File: config.mk
export PLATFORM = sky130hd
export DESIGN_NAME = puf_crp_sequencer_flat
export DESIGN_NICKNAME = d
export VERILOG_FILES = /design/src/rtl/puf_pkg.sv /design/src/rtl/puf_crp_sequencer_if.sv /design/src/rtl/puf_lfsr8.sv /design/src/rtl/puf_crp_sequencer.sv /design/src/flat_wrapper.sv
export SDC_FILE = /design/constraint.sdc
export NUM_CORES = 1
export LEC_CHECK = 0
export ABC_AREA = 1
export CORE_MARGIN = 8
export CORE_UTILIZATION = 51
export CTS_BUF_LIST = sky130_fd_sc_hd__clkbuf_8
export DETAILED_ROUTE_END_ITERATION = 12
export GPL_TIMING_DRIVEN = 0
export PLACE_DENSITY = 0.81
export SLEW_MARGIN = 20
export SYNTH_ARGS = -nofsm -noshare
export SYNTH_HDL_FRONTEND = slang
export SYNTH_SLANG_ARGS = --single-unit
File: constraint.sdc
create_clock -name clk -period 1.32 [get_ports clk]
set_clock_uncertainty 0.05 [all_clocks]
set_input_delay 0.33 -clock clk [delete_from_list [all_inputs] [get_ports clk]]
set_output_delay 0.33 -clock clk [all_outputs]
set_load 0.02 [all_outputs]
File: src/rtl/puf_pkg.sv
// Shared widths, LFSR constants and FSM state type for the arbiter-PUF CRP sequencer.
package puf_pkg;

  localparam int CHAL_W = 8;
  localparam int RESP_W = 7;

  // x^8 + x^6 + x^5 + x^4 + 1 on a left-shifting register: taps at bits 7,5,4,3
  localparam logic [7:0] LFSR_TAPS         = 8'hB8;
  localparam logic [7:0] LFSR_SEED_DEFAULT = 8'h01;

  typedef enum logic [2:0] {
    IDLE,
    LOW,
    HIGH,
    VOTE,
    OUT
  } state_e;

endpackage

File: src/rtl/puf_crp_sequencer_if.sv
// Valid/ready stream carrying voted challenge/response pairs to the readout logic.
interface puf_crp_sequencer_if;
  import puf_pkg::*;

  logic              resp_valid;
  logic              resp_ready;
  logic [CHAL_W-1:0] resp_challenge;
  logic [RESP_W-1:0] resp_data;
  logic [RESP_W-1:0] resp_unstable;

  modport master (
    output resp_valid,
    output resp_challenge,
    output resp_data,
    output resp_unstable,
    input  resp_ready
  );

  modport slave (
    input  resp_valid,
    input  resp_challenge,
    input  resp_data,
    input  resp_unstable,
    output resp_ready
  );

endinterface

File: src/rtl/puf_lfsr8.sv
// 8-bit Fibonacci LFSR producing the challenge sequence; a zero seed is replaced so it never locks up.
module puf_lfsr8
  import puf_pkg::*;
(
  input  logic       clk,
  input  logic       rst_n,
  input  logic       load,
  input  logic [7:0] seed,
  input  logic       step,
  output logic [7:0] value
);

  logic [7:0] lfsr_q;

  always_ff @(posedge clk) begin
    if (!rst_n) begin
      lfsr_q <= '0;
    end else if (load) begin
      lfsr_q <= (seed == '0) ? LFSR_SEED_DEFAULT : seed;
    end else if (step) begin
      lfsr_q <= {lfsr_q[6:0], ^(lfsr_q & LFSR_TAPS)};
    end
  end

  assign value = lfsr_q;

endmodule

File: src/rtl/puf_crp_sequencer.sv
// Launches repeated arbiter-PUF evaluations per challenge, majority-votes each response bit
// and streams the resulting CRP out on a valid/ready interface.
module puf_crp_sequencer
  import puf_pkg::*;
#(
  parameter int VOTES      = 7,
  parameter int SETTLE_CYC = 4
) (
  input  logic                   clk,
  input  logic                   rst_n,
  input  logic                   start,
  input  logic                   mode,
  input  logic [CHAL_W-1:0]      chal_in,
  input  logic [7:0]             burst_len,
  output logic [CHAL_W-1:0]      puf_challenge,
  output logic                   puf_launch,
  input  logic [RESP_W-1:0]      puf_response,
  output logic                   busy,
  puf_crp_sequencer_if.master    rsp
);

  localparam int CW = $clog2(VOTES + 1);
  localparam int TW = $clog2(SETTLE_CYC + 2);

  localparam logic [TW-1:0] LOW_LAST  = TW'(SETTLE_CYC - 1);
  localparam logic [TW-1:0] HIGH_LAST = TW'(SETTLE_CYC + 1);
  localparam logic [CW-1:0] EV_LAST   = CW'(VOTES - 1);
  localparam logic [CW-1:0] MAJ       = CW'(VOTES / 2);
  localparam logic [CW-1:0] ALL       = CW'(VOTES);

  state_e                       state_q, state_d;
  logic [TW-1:0]                timer_q, timer_d;
  logic [CW-1:0]                evals_q, evals_d;
  logic [7:0]                   rem_q, rem_d;
  logic                         mode_q, mode_d;
  logic [CHAL_W-1:0]            fix_q, fix_d;
  logic [RESP_W-1:0][CW-1:0]    cnt_q, cnt_d;
  logic [RESP_W-1:0]            sync1_q, sync2_q;
  logic [CHAL_W-1:0]            rchal_q, rchal_d;
  logic [RESP_W-1:0]            rdata_q, rdata_d;
  logic [RESP_W-1:0]            runst_q, runst_d;
  logic                         launch_q;
  logic                         lfsr_load, lfsr_step;
  logic [CHAL_W-1:0]            lfsr_val;

  puf_lfsr8 u_lfsr (
    .clk   (clk),
    .rst_n (rst_n),
    .load  (lfsr_load),
    .seed  (chal_in),
    .step  (lfsr_step),
    .value (lfsr_val)
  );

  always_comb begin
    state_d   = state_q;
    timer_d   = timer_q;
    evals_d   = evals_q;
    rem_d     = rem_q;
    mode_d    = mode_q;
    fix_d     = fix_q;
    cnt_d     = cnt_q;
    rchal_d   = rchal_q;
    rdata_d   = rdata_q;
    runst_d   = runst_q;
    lfsr_load = 1'b0;
    lfsr_step = 1'b0;
    unique case (state_q)
      IDLE: begin
        if (start) begin
          mode_d    = mode;
          fix_d     = chal_in;
          rem_d     = (burst_len == '0) ? 8'd1 : burst_len;
          lfsr_load = 1'b1;
          timer_d   = '0;
          evals_d   = '0;
          state_d   = LOW;
        end
      end
      LOW: begin
        if (timer_q == LOW_LAST) begin
          timer_d = '0;
          state_d = HIGH;
        end else begin
          timer_d = timer_q + 1'b1;
        end
      end
      HIGH: begin
        if (timer_q == HIGH_LAST) begin
          timer_d = '0;
          for (int unsigned i = 0; i < RESP_W; i++) begin
            cnt_d[i] = cnt_q[i] + CW'(sync2_q[i]);
          end
          if (evals_q == EV_LAST) begin
            evals_d = '0;
            state_d = VOTE;
          end else begin
            evals_d = evals_q + 1'b1;
            state_d = LOW;
          end
        end else begin
          timer_d = timer_q + 1'b1;
        end
      end
      VOTE: begin
        for (int unsigned i = 0; i < RESP_W; i++) begin
          rdata_d[i] = (cnt_q[i] > MAJ);
          runst_d[i] = (cnt_q[i] != '0) && (cnt_q[i] != ALL);
        end
        cnt_d   = '0;
        rchal_d = puf_challenge;
        state_d = OUT;
      end
      OUT: begin
        if (rsp.resp_ready) begin
          if (rem_q == 8'd1) begin
            state_d = IDLE;
          end else begin
            // Challenge only advances here, so it is settled before the next launch.
            rem_d     = rem_q - 8'd1;
            lfsr_step = mode_q;
            state_d   = LOW;
          end
        end
      end
      default: state_d = IDLE;
    endcase
  end

  always_ff @(posedge clk) begin
    if (!rst_n) begin
      state_q  <= IDLE;
      timer_q  <= '0;
      evals_q  <= '0;
      rem_q    <= '0;
      mode_q   <= 1'b0;
      fix_q    <= '0;
      cnt_q    <= '0;
      sync1_q  <= '0;
      sync2_q  <= '0;
      rchal_q  <= '0;
      rdata_q  <= '0;
      runst_q  <= '0;
      launch_q <= 1'b0;
    end else begin
      state_q  <= state_d;
      timer_q  <= timer_d;
      evals_q  <= evals_d;
      rem_q    <= rem_d;
      mode_q   <= mode_d;
      fix_q    <= fix_d;
      cnt_q    <= cnt_d;
      sync1_q  <= puf_response;
      sync2_q  <= sync1_q;
      rchal_q  <= rchal_d;
      rdata_q  <= rdata_d;
      runst_q  <= runst_d;
      launch_q <= (state_d == HIGH);
    end
  end

  assign puf_challenge      = mode_q ? lfsr_val : fix_q;
  assign puf_launch         = launch_q;
  assign busy               = (state_q != IDLE);
  assign rsp.resp_valid     = (state_q == OUT);
  assign rsp.resp_challenge = rchal_q;
  assign rsp.resp_data      = rdata_q;
  assign rsp.resp_unstable  = runst_q;

endmodule

File: src/flat_wrapper.sv
// flat-port wrapper written by rule: the top's interface ports become plain ports
module puf_crp_sequencer_flat import puf_pkg::*;
#(
  parameter int VOTES      = 7,
  parameter int SETTLE_CYC = 4
)
  (clk, rst_n, start, mode, chal_in, burst_len, puf_challenge, puf_launch, puf_response, busy, rsp_resp_valid, rsp_resp_challenge, rsp_resp_data, rsp_resp_unstable, rsp_resp_ready);
  puf_crp_sequencer_if rsp_i ();
  input  logic clk;
  input  logic rst_n;
  input  logic start;
  input  logic mode;
  input  logic [CHAL_W-1:0] chal_in;
  input  logic [7:0] burst_len;
  output logic [CHAL_W-1:0] puf_challenge;
  output logic puf_launch;
  input  logic [RESP_W-1:0] puf_response;
  output logic busy;
  output wire logic [$bits(rsp_i.resp_valid)-1:0] rsp_resp_valid;
  output wire logic [$bits(rsp_i.resp_challenge)-1:0] rsp_resp_challenge;
  output wire logic [$bits(rsp_i.resp_data)-1:0] rsp_resp_data;
  output wire logic [$bits(rsp_i.resp_unstable)-1:0] rsp_resp_unstable;
  input wire logic [$bits(rsp_i.resp_ready)-1:0] rsp_resp_ready;
  assign rsp_resp_valid = rsp_i.resp_valid;
  assign rsp_resp_challenge = rsp_i.resp_challenge;
  assign rsp_resp_data = rsp_i.resp_data;
  assign rsp_resp_unstable = rsp_i.resp_unstable;
  assign rsp_i.resp_ready = rsp_resp_ready;
  puf_crp_sequencer #(.VOTES(VOTES), .SETTLE_CYC(SETTLE_CYC)) u_core (.clk(clk), .rst_n(rst_n), .start(start), .mode(mode), .chal_in(chal_in), .burst_len(burst_len), .puf_challenge(puf_challenge), .puf_launch(puf_launch), .puf_response(puf_response), .busy(busy), .rsp(rsp_i));
endmodule
==> out/metrics.cfg <==
[sta]
slew_viol_final=0
worst_pin_slew_ns=0.865
fin_ws_ns=-0.454
rsz0062_at_grt=true
hold_ws_ns=0.342
fin_crit_sh_pct=134
hold_viol=0
period_minus_slack_ns=1.77
fmax_ghz=0.564
relSlewSlack_pct=42.3
finalSetupViolCount=91

[global_route]
grt_pass1_vias=4440
grt_max_degree=16
grt_usage_pct=23.3
antenna_found_initial=0
grt_first_pass_wirelength_um=21300
gr-total-overflow=0

[clocking]
clk_latency_ns=0.38
cts.sinks=92
cts_tree=built
clkTransAtPathRegs_ns=0.09
htreeDepth=3
cts_buffer_depth=2
cts_root_buf=clkbuf_8
cts_inserted_buffers=9
cts-hold-fix-buffers=0

[synthesis]
yosysSeqAreaShare_pct=43.9
syn_area_um2=4200
syn_inst=593
synth-seq-cells=92
syn-num-nets=641
yosysUniqueCellTypes=27
syn_avg_cell_area_um2=7.07
yosys_warnings=0

[routing]
vias=5125
totalWireLength_um=18800
ant_nets=0
drc=0
drtIter0Drc=518
post_drt_via_cell_ratio=6.20
post_drt_wl_per_cell_um=22.8
drt-pass1-iter-count=5

[setup_path]
crit_fanout=7
critPathRequiredTime_ns=1.57
worstSetupStartpointType=flip-flop
path_class=reg2reg
end_kind=flip-flop
worstPathArrival_ns=2.03

[power]
cellPowerDensity_nw_per_um2=962
p_leak_uw=0.00297
total_power_uw=6480
ir_worst_vdd_mv=0.887

[status]
violations=negative setup slack
status=complete, but fails checks

[floorplanning]
die_area_um2=11400
io_pins=61
num_rows=33
die_x_um=107
fp.dieH_um=107
fp.coreArea_um2=8090
floorplan.initialDensity_pct=51.8

[finish]
antenna_cells=0
drive_gt1_share_pct=43.7
finalNonFillerCells=826
fillers=412
design_area_um2=6730
fin_nets=764
syn2layout_area_growth_pct=60.5

[worst_hold_path]
worstHoldPathType=in2reg

[placed_design]
dp.cells=757
dpl_cell_area_um2=4940
dp_hpwl_um=7920
numPortBuffers=59
place.gp.congestion=0.940

[flow_run]
drv_cap=0

## timing repair
item | CTS | global route
resized for setup | 320 | 207
pin swaps | 46 | 52
gates cloned | 8 | 3
setup endpoints to repair | 109 | 91
setup buffers | 27 | 16
## sequential cells by signal, indices dropped and copies added, names as in the netlist
signal / flops
u_core.rsp.resp_data: 7
u_core.rsp.resp_challenge: 8
u_core.sync2_q: 7
u_core.evals_q: 3
u_core.rem_q: 8
u_core.puf_launch: 1
u_core.state_q: 3
u_core.mode_q: 1
u_core.fix_q: 8
u_core.timer_q: 3
u_core.sync1_q: 7
u_core.rsp.resp_unstable: 7
u_core.u_lfsr.value: 8
u_core.cnt_q: 21
## power breakdown
part | switching (µW) | internal (µW) | leakage (µW)
registers | 85.4 | 2850 | 0.000757
logic | 709 | 495 | 0.00209
clock network | 1100 | 1240 | 0.000124
## layout by cell type (no fill, tap or decap), types with 21 or more instances in the layout
cell type        Yosys  routed
clkdlybuf4s50_1      0      26
nand3_1             28      21
nand2_2              3      30
a21oi_2              0      34
o21ai_2              0      22
buf_6                0      33
nor2_1              77      48
inv_1               73      57
nand2_1            138      94
buf_4                4      29
a21oi_1             56      21
dfxtp_1             92      77
## cell families after synthesis
logic type	count (synthesis)	synth area share (%)
and+or+nand+nor	262	25.7
AOI/OAI and AO/OA	116	14.3
buffers and inverters	100	9.54
DFF	92	43.9
adders and majority gates	20	5.96
xor gates and xnor gates	3	0.626
## worst max-delay path, stage by stage, from the launching register on
cell and delay (ns):
dfxtp_1 0.39, inv_1 0.16, nand2_1 0.12, nor2_2 0.25, nand3_4 0.18, nand2_8 0.16, clkinv_8 0.09, nor2_4 0.08
nor2_2 0.05, nor2_2 0.15
## per-stage QoR
stage          TNS [ns]  worst slack (ns)  util, %
2_1_floorplan  -0.00224          -0.00224        -
3_3_place_gp     -25.05            -0.669     61.0
3_5_place_dp     -27.28            -0.656     61.0
4_1_cts           -7.98            -0.313     72.6
5_1_grt          -21.99            -0.452     83.2
6_report         -21.24            -0.454     83.2
## cell usage after synthesis
cell	count	area (µm²)
nor2_2	2	12.5
o21a_1	1	7.51
buf_2	8	40.0
a21oi_1	56	280
dfxtp_1	92	1840
nor2_4	1	11.3
o21ai_1	1	5.00
a211oi_1	4	30.0
nand2_1	138	518
a31oi_1	2	12.5
nor3_1	6	30.0
nand3_2	4	40.0
xnor2_1	1	8.76
nand3_1	28	140
nor2_1	77	289
clkbuf_1	9	33.8
a21o_1	1	7.51
nand4_1	2	12.5
ha_1	20	250
inv_1	73	274
o21ai_0	51	255
buf_4	4	30.0
and3_1	1	6.26
nand2_2	3	18.8
xor2_1	2	17.5
clkinv_1	1	3.75
inv_2	5	18.8
## worst paths after layout
path,startpoint,endpoint,slack (ns),depth (start not counted)
worst max-delay path,u_core.rem_q[6],u_core.rem_q[6],-0.45,9
worst min-delay path,rst_n,u_core.rsp.resp_unstable[6],0.34,3
worst max register to register,u_core.rem_q[6],u_core.rem_q[6],-0.45,9
worst min register to register,u_core.sync1_q[4],u_core.sync2_q[4],0.37,2
## routing by layer
layer  vias up  wire (µm)  GRT usage [%]  share of wire, %
met5         -          0              0                 0
li1       2144          -              -                 -
met3       132       1960           4.86                10
met2       435       9120           40.3                49
met4         0       1150           13.5               6.1
met1      2414       6570           25.9                35
## area by class of cell
cell class	instances	area, µm²	area share (%)
multi-input cells	402	2800	41.6
flip-flops and latches	92	1870	27.8
inverters	79	363	5.39
repair inverters	1	11.3	0.167
well taps	105	131	1.95
clock inverters	4	77.6	1.15
plain buffers	20	229	3.40
repair buffers	111	1090	16.1
clock buffers	12	165	2.45
(Power assumes the default switching activity.)
==> RTL edit (same settings) <==
`VOTES` is set to 7 in 2 places; all go to 8.
--- a/src/rtl/puf_crp_sequencer.sv
+++ b/src/rtl/puf_crp_sequencer.sv
@@ -5,3 +5,3 @@
 #(
-  parameter int VOTES      = 7,
+  parameter int VOTES      = 8,
   parameter int SETTLE_CYC = 4
--- a/src/flat_wrapper.sv
+++ b/src/flat_wrapper.sv
@@ -3,3 +3,3 @@
 #(
-  parameter int VOTES      = 7,
+  parameter int VOTES      = 8,
   parameter int SETTLE_CYC = 4
Formal check against the unedited RTL: no difference found for any inputs over 10 cycles, from zero or initial values and one cycle with rst_n low; that may be too few to reach the edited logic, so the function may still have changed.
==> RTL edit against the unedited design <==
- the flow still finishes with violations (negative setup slack)
- cell area rose by 12%
- first-iteration DRC count rose by 52%
- setup slack improved by 33 ps
- sequential cell count rose by 8
- total power rose by 3.3%
- count of clock-buffer cells in the layout fell by 3
- critical endpoint is now u_core.cnt_q[15]
- largest power group unchanged
- routed wire length rose by 25%
- combinational power rose by 16%
- worst hold slack improved by 62 ps
- fmax rose by 1.9%
- area after synthesis rose by 9.5%
==> RTL edit: results (changes against the unedited design) <==
Flop+latch power 3.21 mW (was 2.94 mW); Layout Cells excl Fill 869 (was 826); drt initial violations 787 (was 518); max reg flops 28 (was 21); Vias 5,904 (was 5,125); Syn Inst Count 613 (was 593); Post-Route WL 23,500 um (was 18,800 um); most area-consuming cells after synthesis dfxtp_1 44%, nand2_1 10%, a21oi_1 7.2%, ha_1 6.0%, o21ai_0 5.2% (was dfxtp_1 44%, nand2_1 12%, nor2_1 6.9%, a21oi_1 6.7%, inv_1 6.5%); Post-Syn Nets 663 (was 641); status finished, violations left (unchanged); fillcell total 345 (was 412); area post-placement 5390 um2 (was 4940 um2); Critical Path Max Stage Delay 410 ps (was 390 ps); Seq/Total Area, Yosys 43.6% (was 43.9%); Hold Crit Start u_core.sync1_q[2] (was rst_n); final setup fails 102 (was 91); M1 GR Usage 31.8% (was 25.9%); multi-input logic area 3250 um2 (was 2800 um2); Worst-Skew Late Latency 400 ps (was 380 ps); DP HPWL 8440 um (was 7920 um); most frequent cells after synthesis 127 x nand2_1, 100 x dfxtp_1, 66 x a21oi_1 (was 138 x nand2_1, 92 x dfxtp_1, 77 x nor2_1); leakage power 3.34 nW (was 2.97 nW); worst vdd ir 0.823 mV (was 0.887 mV); met2 Use GR 44.4% (was 40.3%); crit-path max FO 5 (was 7); Antenna diodes 0 (unchanged); GRT Total Usage 27.6% (was 23.3%); failing checks negative setup slack (unchanged); final worst slack -421 ps (was -454 ps); routability congestion estimate 0.867 (was 0.940); worst hold path depth 2 (was 3); Max stage delay cell, worst path dfxtp_4 (was dfxtp_1); Max-slew headroom 70.6% (was 42.3%); Post-synth ARST share 0% (unchanged); fraction of layout cells with a size suffix above 1 49.7% (was 43.7%); met3 routed WL 3200 um (was 1960 um); wire length on met2 10,400 um (was 9120 um); critical path launch point u_core.state_q[1] (was u_core.rem_q[6]); largest net degree at the start of global routing 20 (was 16); first-pass GRT wire length 28,100 um (was 21,300 um); worst r2r src u_core.state_q[1] (was u_core.rem_q[6]); Cells after DPL 781 (was 757); yosys warns 0 (unchanged); vias in the first global route 5,456 (was 4,440); Clock Power Share 31.4% (was 36.1%); top routing layer used met4 (unchanged); Yosys cell types 39 (was 27); CTS root buf clkbuf_8 (unchanged); IO buf count 60 (was 59); routing usage on met3 6.66% (was 4.86%); r2r worst-path depth 8 (was 9); nets 806 (was 764); dpl ws -907 ps (was -656 ps); Switching Share 33.9% (was 29.2%); worst hold path type reg -> reg (was in -> reg); Pre-antenna DRT Iters 6 (was 5); Worst-path clk slew 110 ps (was 90 ps); met1 WL 8100 um (was 6570 um)
## RTL edit: cell count changes in the layout (fill, tap and decap cells not counted), moves of 6 or more
cell and change:
a21oi_1 +6, buf_2 -8, buf_4 +21, buf_6 +7, clkbuf_1 -6, inv_1 -7
nand2_1 -29, nand2_4 +21, nor2_2 -10, nor2_4 -6, o21ai_2 +8, o21ai_4 +8
## RTL edit: path summary, 6_finish.rpt
check                      endpoint  slack, ps
setup / recovery   u_core.cnt_q[15]       -420
hold / removal    u_core.sync2_q[2]        400
setup reg to reg   u_core.cnt_q[15]       -420
hold reg to reg   u_core.sync2_q[2]        400
## RTL edit: kinds of logic (layout without fill, tap and decap cells)
group	Yosys count	after routing	share of synthesized area [%]
simple gates	254	254	25.2
compound gates	143	143	16.4
flops	100	100	43.6
buf+inv	91	239	8.28
fa+ha+maj	22	22	5.99
xor+xnor	3	3	0.572
## RTL edit: tightest hold or removal path: stages (launching register included)
cell     delay (ps)
dfxtp_1         320
nand2_1          60
inv_1            40
## RTL edit: what timing repair did
action | in CTS | in global routing
cloned | 9 | 2
endpoints found under the setup margin | 133 | 115
buffers inserted | 49 | 18
resized for setup | 372 | 210
pin swaps | 38 | 45
## RTL edit: per-stage QoR
step / hold WS, ps / setup TNS (ps) / total power, mW
global route: 412 / -24700 / 6.82
CTS: 376 / -10320 / 6.22
detailed placement: 350 / -58540 / 3.96
global placement: 343 / -56670 / 3.94
finish: 403 / -22430 / 6.69
floorplan: 340 / -501 / 3.69
## RTL edit: layout make-up
type                    instances  share of cell area, %
plain buffers                  21                   3.67
clock buffers                   9                   1.64
clock inverters                 7                  0.909
inverters                      68                   4.08
multi-input cells             422                   43.0
flip-flops and latches        100                   26.9
well taps                     108                   1.79
repair buffers                134                   18.0
